## config.mk

```make
export PLATFORM = sky130hd
export DESIGN_NAME = register_writeback_stage
export DESIGN_NICKNAME = d
export VERILOG_FILES = /design/src/rtl/register_writeback_stage.sv
export SDC_FILE = /design/constraint.sdc
export NUM_CORES = 1
export LEC_CHECK = 0
export BUFFER_PORTS_ARGS = -buffer_cell sky130_fd_sc_hd__buf_2
export CAP_MARGIN = 20
export CORE_ASPECT_RATIO = 0.75
export CORE_UTILIZATION = 46
export DETAILED_ROUTE_END_ITERATION = 8
export PLACE_DENSITY = 0.81
export SETUP_SLACK_MARGIN = 0.3
export SYNTH_ARGS = -nofsm -noshare
export SYNTH_HDL_FRONTEND = slang
export SYNTH_SLANG_ARGS = --single-unit
```

## constraint.sdc

```tcl
create_clock -name clk -period 3 [get_ports clk]
set_clock_uncertainty 0.15 [all_clocks]
set_input_delay 0.45 -clock clk [delete_from_list [all_inputs] [get_ports clk]]
set_output_delay 0.45 -clock clk [all_outputs]
set_load 0.005 [all_outputs]
```

## src/rtl/register_writeback_stage.sv

```systemverilog
// rtl/register_writeback_stage.sv - in-order writeback buffer feeding the x86 register file write port
module register_writeback_stage #(
  parameter int DEPTH = 2,
  parameter int CNT_W = 16
) (
  input  logic             clk,
  input  logic             rst,
  input  logic             in_valid,
  output logic             in_ready,
  input  logic             in_wr_en,
  input  logic [2:0]       in_dest_idx,
  input  logic [1:0]       in_size,
  input  logic [31:0]      in_result,
  input  logic             hold,
  output logic [2:0]       rf_ridx,
  input  logic [31:0]      rf_rdata,
  output logic             we,
  output logic [2:0]       widx,
  output logic [31:0]      wdata,
  output logic [7:0]       pending_mask,
  output logic [CNT_W-1:0] wb_count
);
  localparam int PTR_W = $clog2(DEPTH);
  localparam logic [1:0] SZ_BYTE = 2'b00;
  localparam logic [1:0] SZ_WORD = 2'b10;
  localparam logic [PTR_W-1:0] PTR_ONE = PTR_W'(1);
  localparam logic [PTR_W:0]   CNT_ONE = (PTR_W + 1)'(1);
  localparam logic [PTR_W:0]   CNT_FULL = (PTR_W + 1)'(DEPTH);

  logic [2:0]       p_q    [DEPTH];
  logic             hi_q   [DEPTH];
  logic [1:0]       size_q [DEPTH];
  logic [31:0]      res_q  [DEPTH];
  logic [PTR_W-1:0] head_q, head_d, tail_q, tail_d;
  logic [PTR_W:0]   count_q, count_d;
  logic [7:0]       mask_q, mask_d;
  logic [CNT_W-1:0] cnt_q, cnt_d;
  logic             empty, full, push, pop, in_hi;
  logic [2:0]       in_p, slot_p;
  logic [PTR_W-1:0] slot_off;
  logic [31:0]      old, res;

  assign empty    = (count_q == '0);
  assign full     = (count_q == CNT_FULL);
  assign in_ready = !full;
  assign push     = in_valid && in_ready && in_wr_en;
  assign we       = !empty && !hold;
  assign pop      = we;

  // AH/CH/DH/BH live in bits 15:8 of EAX/ECX/EDX/EBX
  assign in_hi = (in_size == SZ_BYTE) && in_dest_idx[2];
  assign in_p  = in_hi ? {1'b0, in_dest_idx[1:0]} : in_dest_idx;

  assign rf_ridx      = p_q[head_q];
  assign widx         = p_q[head_q];
  assign pending_mask = mask_q;
  assign wb_count     = cnt_q;

  always_comb begin
    old = rf_rdata;
    res = res_q[head_q];
    wdata = res;
    if (size_q[head_q] == SZ_BYTE) begin
      wdata = hi_q[head_q] ? {old[31:16], res[7:0], old[7:0]} : {old[31:8], res[7:0]};
    end else if (size_q[head_q] == SZ_WORD) begin
      wdata = {old[31:16], res[15:0]};
    end
  end

  always_comb begin
    head_d  = pop  ? head_q + PTR_ONE : head_q;
    tail_d  = push ? tail_q + PTR_ONE : tail_q;
    count_d = count_q;
    if (push && !pop) begin
      count_d = count_q + CNT_ONE;
    end else if (pop && !push) begin
      count_d = count_q - CNT_ONE;
    end
    cnt_d = pop ? cnt_q + CNT_W'(1) : cnt_q;
  end

  // Mask is rebuilt from the post-edge FIFO contents so duplicates keep their bit
  always_comb begin
    mask_d   = '0;
    slot_off = '0;
    slot_p   = '0;
    for (int i = 0; i < DEPTH; i++) begin
      slot_off = PTR_W'(i) - head_d;
      slot_p   = (push && tail_q == PTR_W'(i)) ? in_p : p_q[i];
      if ({1'b0, slot_off} < count_d) begin
        mask_d[slot_p] = 1'b1;
      end
    end
  end

  always_ff @(posedge clk or posedge rst) begin
    if (rst) begin
      head_q  <= '0;
      tail_q  <= '0;
      count_q <= '0;
      mask_q  <= '0;
      cnt_q   <= '0;
    end else begin
      head_q  <= head_d;
      tail_q  <= tail_d;
      count_q <= count_d;
      mask_q  <= mask_d;
      cnt_q   <= cnt_d;
    end
  end

  always_ff @(posedge clk) begin
    if (push) begin
      p_q[tail_q]    <= in_p;
      hi_q[tail_q]   <= in_hi;
      size_q[tail_q] <= in_size;
      res_q[tail_q]  <= in_result;
    end
  end

endmodule

```

# Word-level counts from Yosys, hierarchy flattened
# Memories as Yosys holds them, arrays and structs flattened.
# Cells that the tools add are included.
[classes]
add_sub_neg = 7
magnitude_cmp = 6
n_eq_ne = 2
n_mux = 17
bitwise = 2
reduce_logical = 18
[op_table]
columns = ["op", "n"]
rows = [
  ["$mux W32", 2],
  ["$add A16 B1 Y16 const B", 1],
  ["$mux W16", 1],
  ["$mux W8", 2],
  ["$logic_and A1 B1 Y1", 10],
  ["$mux W3", 3],
  ["$lt A3 B4 Y1 const B", 2],
  ["$or A8 B8 Y8", 1],
  ["$demux W1 S3", 2],
  ["$ge A3 B1 Y1 const B", 2],
  ["$logic_not A2 Y1", 3],
  ["$logic_not A1 Y1", 5],
  ["$mux W1", 5],
  ["$eq A2 B2 Y1 const B", 2],
  ["$lt A1 B2 Y1", 2],
  ["$mux W2", 2],
  ["$add A1 B1 Y1 const B", 2],
  ["$add A2 B1 Y2 const B", 1],
  ["$sub A1 B1 Y1 const A", 2],
  ["$sub A2 B1 Y2 const B", 1],
  ["$not A1 Y1", 1],
]
[totals]
regBits = 28
mem_bits_rw = 76
word_cells = 61
n_memories = 4
[memory_table]
columns = ["name", "depth", "word_bits", "rd", "rd_ports_with_merged_regs", "write_ports", "line", "source"]
rows = [
  ["res_q", 2, 32, 1, 0, 1, "33", "logic [31:0] res_q [DEPTH];"],
  ["p_q", 2, 3, 3, 0, 1, "30", "logic [2:0] p_q [DEPTH];"],
  ["size_q", 2, 2, 1, 0, 1, "32", "logic [1:0] size_q [DEPTH];"],
  ["hi_q", 2, 1, 1, 0, 1, "31", "logic hi_q [DEPTH];"],
]

# Logic depth before layout (Yosys ltp)
[depth]
ltp_word = 13
ltp_mapped = 11
depth_no_buf = 8

# Worst setup path before layout
# OpenSTA, ideal clock, no wires.
[synth_timing]
kind = "flip-flop to flip-flop"
startpoint = "reg count_q[0]"
endpoint = "reg mask_q[4] (netlist: pending_mask[4])"
setup_ns = 0.101
arrival_time_ns = 3.012
slack_ns = -0.263
stages_incl_launch_ff = 9
n_path_buf = 2
cell_sequence = "dfrtp_1 > buf_2 > inv_1 > ha_1 > nor4bb_1 > clkbuf_1 > mux2_2 > nand2b_1 > o32ai_1"
[synth_via]
elab_chain_len = 13
word_cells_on_any_way = 37
classes_between = "add/sub (4); order compare (6); eq/ne (1); mux (11); bitwise (1); reduce/logical (14)"
[synth_lines]
columns = ["element", "line", "source"]
rows = [
  ["from (decl)", "35", "logic [PTR_W:0] count_q, count_d;"],
  ["from (signal assigned)", "106", "count_q <= count_d;"],
  ["$eq A2 B2 Y1", "44", "assign full = (count_q == CNT_FULL);"],
  ["$logic_not A1 Y1", "45", "assign in_ready = !full;"],
  ["$logic_and A1 B1 Y1 (2 in a row)", "46", "assign push = in_valid && in_ready && in_wr_en;"],
  ["$logic_and A1 B1 Y1", "89", "slot_p = (push && tail_q == PTR_W'(i)) ? in_p : p_q[i];"],
  ["$mux W3", "89", ""],
  ["$lt A3 B4 Y1 (implied by the code) / $ge A3 B1 Y1 (equally long branches)", "91", "mask_d[slot_p] = 1'b1;"],
  ["$logic_and A1 B1 Y1 (implied by the code)", "91", ""],
  ["$mux W1 (implied by the code)", "91", ""],
  ["$demux W1 S3", "91", ""],
  ["$mux W8", "90", "if ({1'b0, slot_off} < count_d) begin"],
  ["$or A8 B8 Y8 (no source line)", "-", ""],
  ["$mux W8 *", "90", ""],
  ["net mask_d[4]", "36", "logic [7:0] mask_q, mask_d;"],
  ["to (signal assigned)", "107", "mask_q <= mask_d;"],
  ["to (decl)", "36", ""],
]
# Mark *: on every way through the listed nets, which the timed path passes. The rest lies on a longest branch.
# A chain may end at the register's enable or synchronous reset.

# Worst setup path after layout
[layout_timing]
startpoint = "reg count_q[0]"
endpoint = "reg mask_q[5] (netlist: pending_mask[5])"
# The elaborated chain is that of the path after synthesis.

==> results.yml <==
power_and_ir_drop:
  seq_power_share_pct: 39.5
  p_comb_share_pct: 37.4
  ir_drop_v: 0.000441
  pwr-share-clk_pct: 23.0
  power.total_mw: 5.04
  p_leak_nw: 2.52
  power.switching_mw: 1.68
  power_density_nw_per_um2: 847
  p_int_mw: 3.36
  switching_share_pct: 33.3
final_layout:
  final_util_pct: 60.6
  drive_gt1_share_pct: 36.9
  layout_commonest_cell: "buf_2"
  layout.nets: 590
  n_fill_cell: 793
  syn2layout_area_growth_pct: 26.3
  final_cell_mix: "buf_2, edfxtp_1, nand2_1, nor2_1, mux2i_1"
  seq_area_um2: 2990
  antenna_cells: 0
  multiInputGateArea_um2: 1620
cts:
  clk_pin_slew_ns: 0.06
  tritoncts: "yes"
  cts_hold_buf: 0
  cts_buffer_depth: 2
  cts_root_buffer: "clkbuf_16"
  numCtsBuffers: 9
  clock-sinks: 104
  htreeDepth: 3
  clk_latency_ns: 0.33
sta:
  fmax_mhz: 387
  slew_viol_final: 0
  rsz0062_at_grt: "false"
  setup_violations: 0
  slew_headroom_pct: 57.8
  timing.final.ws_setup_ns: 0.415
  finalCritPeriodShare_pct: 86.2
  post-route-min-period_ns: 2.59
  tightest_slew_ns: 0.627
  hold_violations: 0
  final.setup.tns_ns: 0
yosys:
  yosysTopAreaCellShare_pct: 48.5
  synth_nets: 449
  yosys_warnings: 0
  synth_seq_cells: 104
  synthFlopType: "edfxtp_1"
  syn_area_per_cell_um2: 12.7
  synth_top_cells_by_area: "edfxtp_1, dfrtp_1, mux2i_1"
  seq_area_frac_synth_pct: 63.4
  ys_types: 49
  synth_edf_count: 76
  synthArstFlopShare_pct: 26.9
  synth_largest_area_cell: "edfxtp_1"
  syn_inst: 372
  syn_area_um2: 4710
critical_path:
  worstPathArrival_ns: 2.65
  crit_type: "flip-flop to flip-flop"
  cp-end-kind: "flip-flop"
  critPathRequiredTime_ns: 3.07
  critPathLaunchType: "flip-flop"
  r2r_start: "count_q[0]"
  crit_start: "count_q[0]"
  worstPathMaxFanout: 10
placed_design:
  preCtsSetupSlack_ns: 0.287
  gp_congestion: 0.907
  dpl.hpwl_um: 7240
  portBuffers: 137
floorplanning:
  ios: 138
  die_h_um: 89.6
  core_um2: 9810
  initial_core_util_pct: 48.0
  num_rows: 31
  dieArea_um2: 10600
  fp.dieW_um: 119
drt:
  vias: 3368
  routedWlPerCell_um: 15.4
  via_per_inst: 5.18
  drt-total-wl_um: 10000
  drt_pre_antenna_iters: 4
  ant_nets: 0
  drtIter0Drc: 250
  drcViolationCount: 0
global_routing:
  grt_max_degree: 46
  track_usage_pct: 19.1
  antenna_found_initial: 0
  grt_overflow: 0
  grt_pass1_wl_um: 15500
  grt_pass1_vias: 3108
run_status:
  status: "completed"
job:
  maxCapViolCount: 0
worst_hold_path:
  hold_path_class: "primary input to asynchronous set/reset pin"
worst max-delay path, cell delays in order (launching register included):
cell,delay [ns]
dfrtp_2,0.44
inv_1,0.13
ha_1,0.29
nand3b_1,0.38
mux2i_2,0.32
a2111oi_4,0.24
o21ai_2,0.17
o32ai_1,0.35
flip-flops by register name, summed over array words and instances (netlist names):
register / count
pending_mask: 8
count_q: 2
hi_q: 2
wb_count: 16
p_q: 6
res_q: 64
size_q: 4
head_q: 1
tail_q: 1
Yosys cell counts (5+ instances only):
master	number
o32ai_1	9
mux2i_1	35
mux2_2	6
dfrtp_1	28
nand3_1	5
inv_1	10
edfxtp_1	76
buf_2	5
clkbuf_1	7
xnor2_1	14
o21ai_0	23
nor3b_1	5
buf_4	5
nor2_1	33
nand2_1	33
a21oi_1	26
final timing paths:
path | depth (start not counted) | endpoint | slack (ns)
worst max register to register | 7 | pending_mask[5] | 0.41
max in group asynchronous | 3 | head_q | 2.39
min in group clk | 1 | res_q[1][10] | 0.15
worst min-delay path | 3 | pending_mask[5] | 0.02
worst min register to register | 1 | wb_count[15] | 0.32
worst max-delay path | 7 | pending_mask[5] | 0.41
per-stage QoR:
step,cells,hold slack [ns],instance area (µm²)
2_1_floorplan,372,0.318,4720
4_1_cts,644,0.0210,5860
5_1_grt,650,0.0410,5950
3_3_place_gp,628,0.306,5540
3_5_place_dp,628,0.311,5540
6_report,650,0.0215,5950
power groups by stage:
stage	Combinational [mW]	Clock [mW]	Sequential (mW)
global placement	1.74	0	2.00
CTS	1.81	1.18	1.99
floorplan	1.25	0	1.94
detailed placement	1.79	0	2.01
global route	2.08	1.25	2.02
finish	1.88	1.16	1.99
layer usage:
metal | GRT usage [%] | up-vias | share of wire, % | routed length (µm)
li1 | - | 1649 | - | -
met2 | 31.4 | 115 | 48 | 4760
met1 | 25.1 | 1598 | 46 | 4630
met4 | 4.95 | 0 | 0.77 | 77
met3 | 5.62 | 6 | 5.3 | 528
met5 | 0 | - | 0 | 0
cells by family (layout without fill, tap and decap cells):
family / count (synthesis) / count (layout) / synth area share (%)
adders and majority gates: 3 / 3 / 0.798
muxes: 41 / 41 / 8.88
buffers and inverters: 32 / 178 / 3.64
DFF: 104 / 104 / 63.4
and+or+nand+nor: 102 / 102 / 10.4
AOI/OAI and AO/OA: 73 / 73 / 9.76
xor gates and xnor gates: 17 / 17 / 3.16
what timing repair did:
action                                  in CTS  in global routing
endpoints found under the setup margin      18                 50
gates resized for setup                      3                  8
cloned                                       0                  0
buffers inserted                             0                  6
layout make-up:
cell class | instances | share of cell area, %
Multi-Input combinational cell | 236 | 27.2
Sequential cell | 104 | 50.3
Tap cell | 132 | 2.78
Clock inverter | 1 | 0.126
Timing Repair Buffer | 151 | 13.8
Inverter | 11 | 0.779
Clock buffer | 15 | 5.07
No activity file was read; power rests on OpenSTA's default activity.
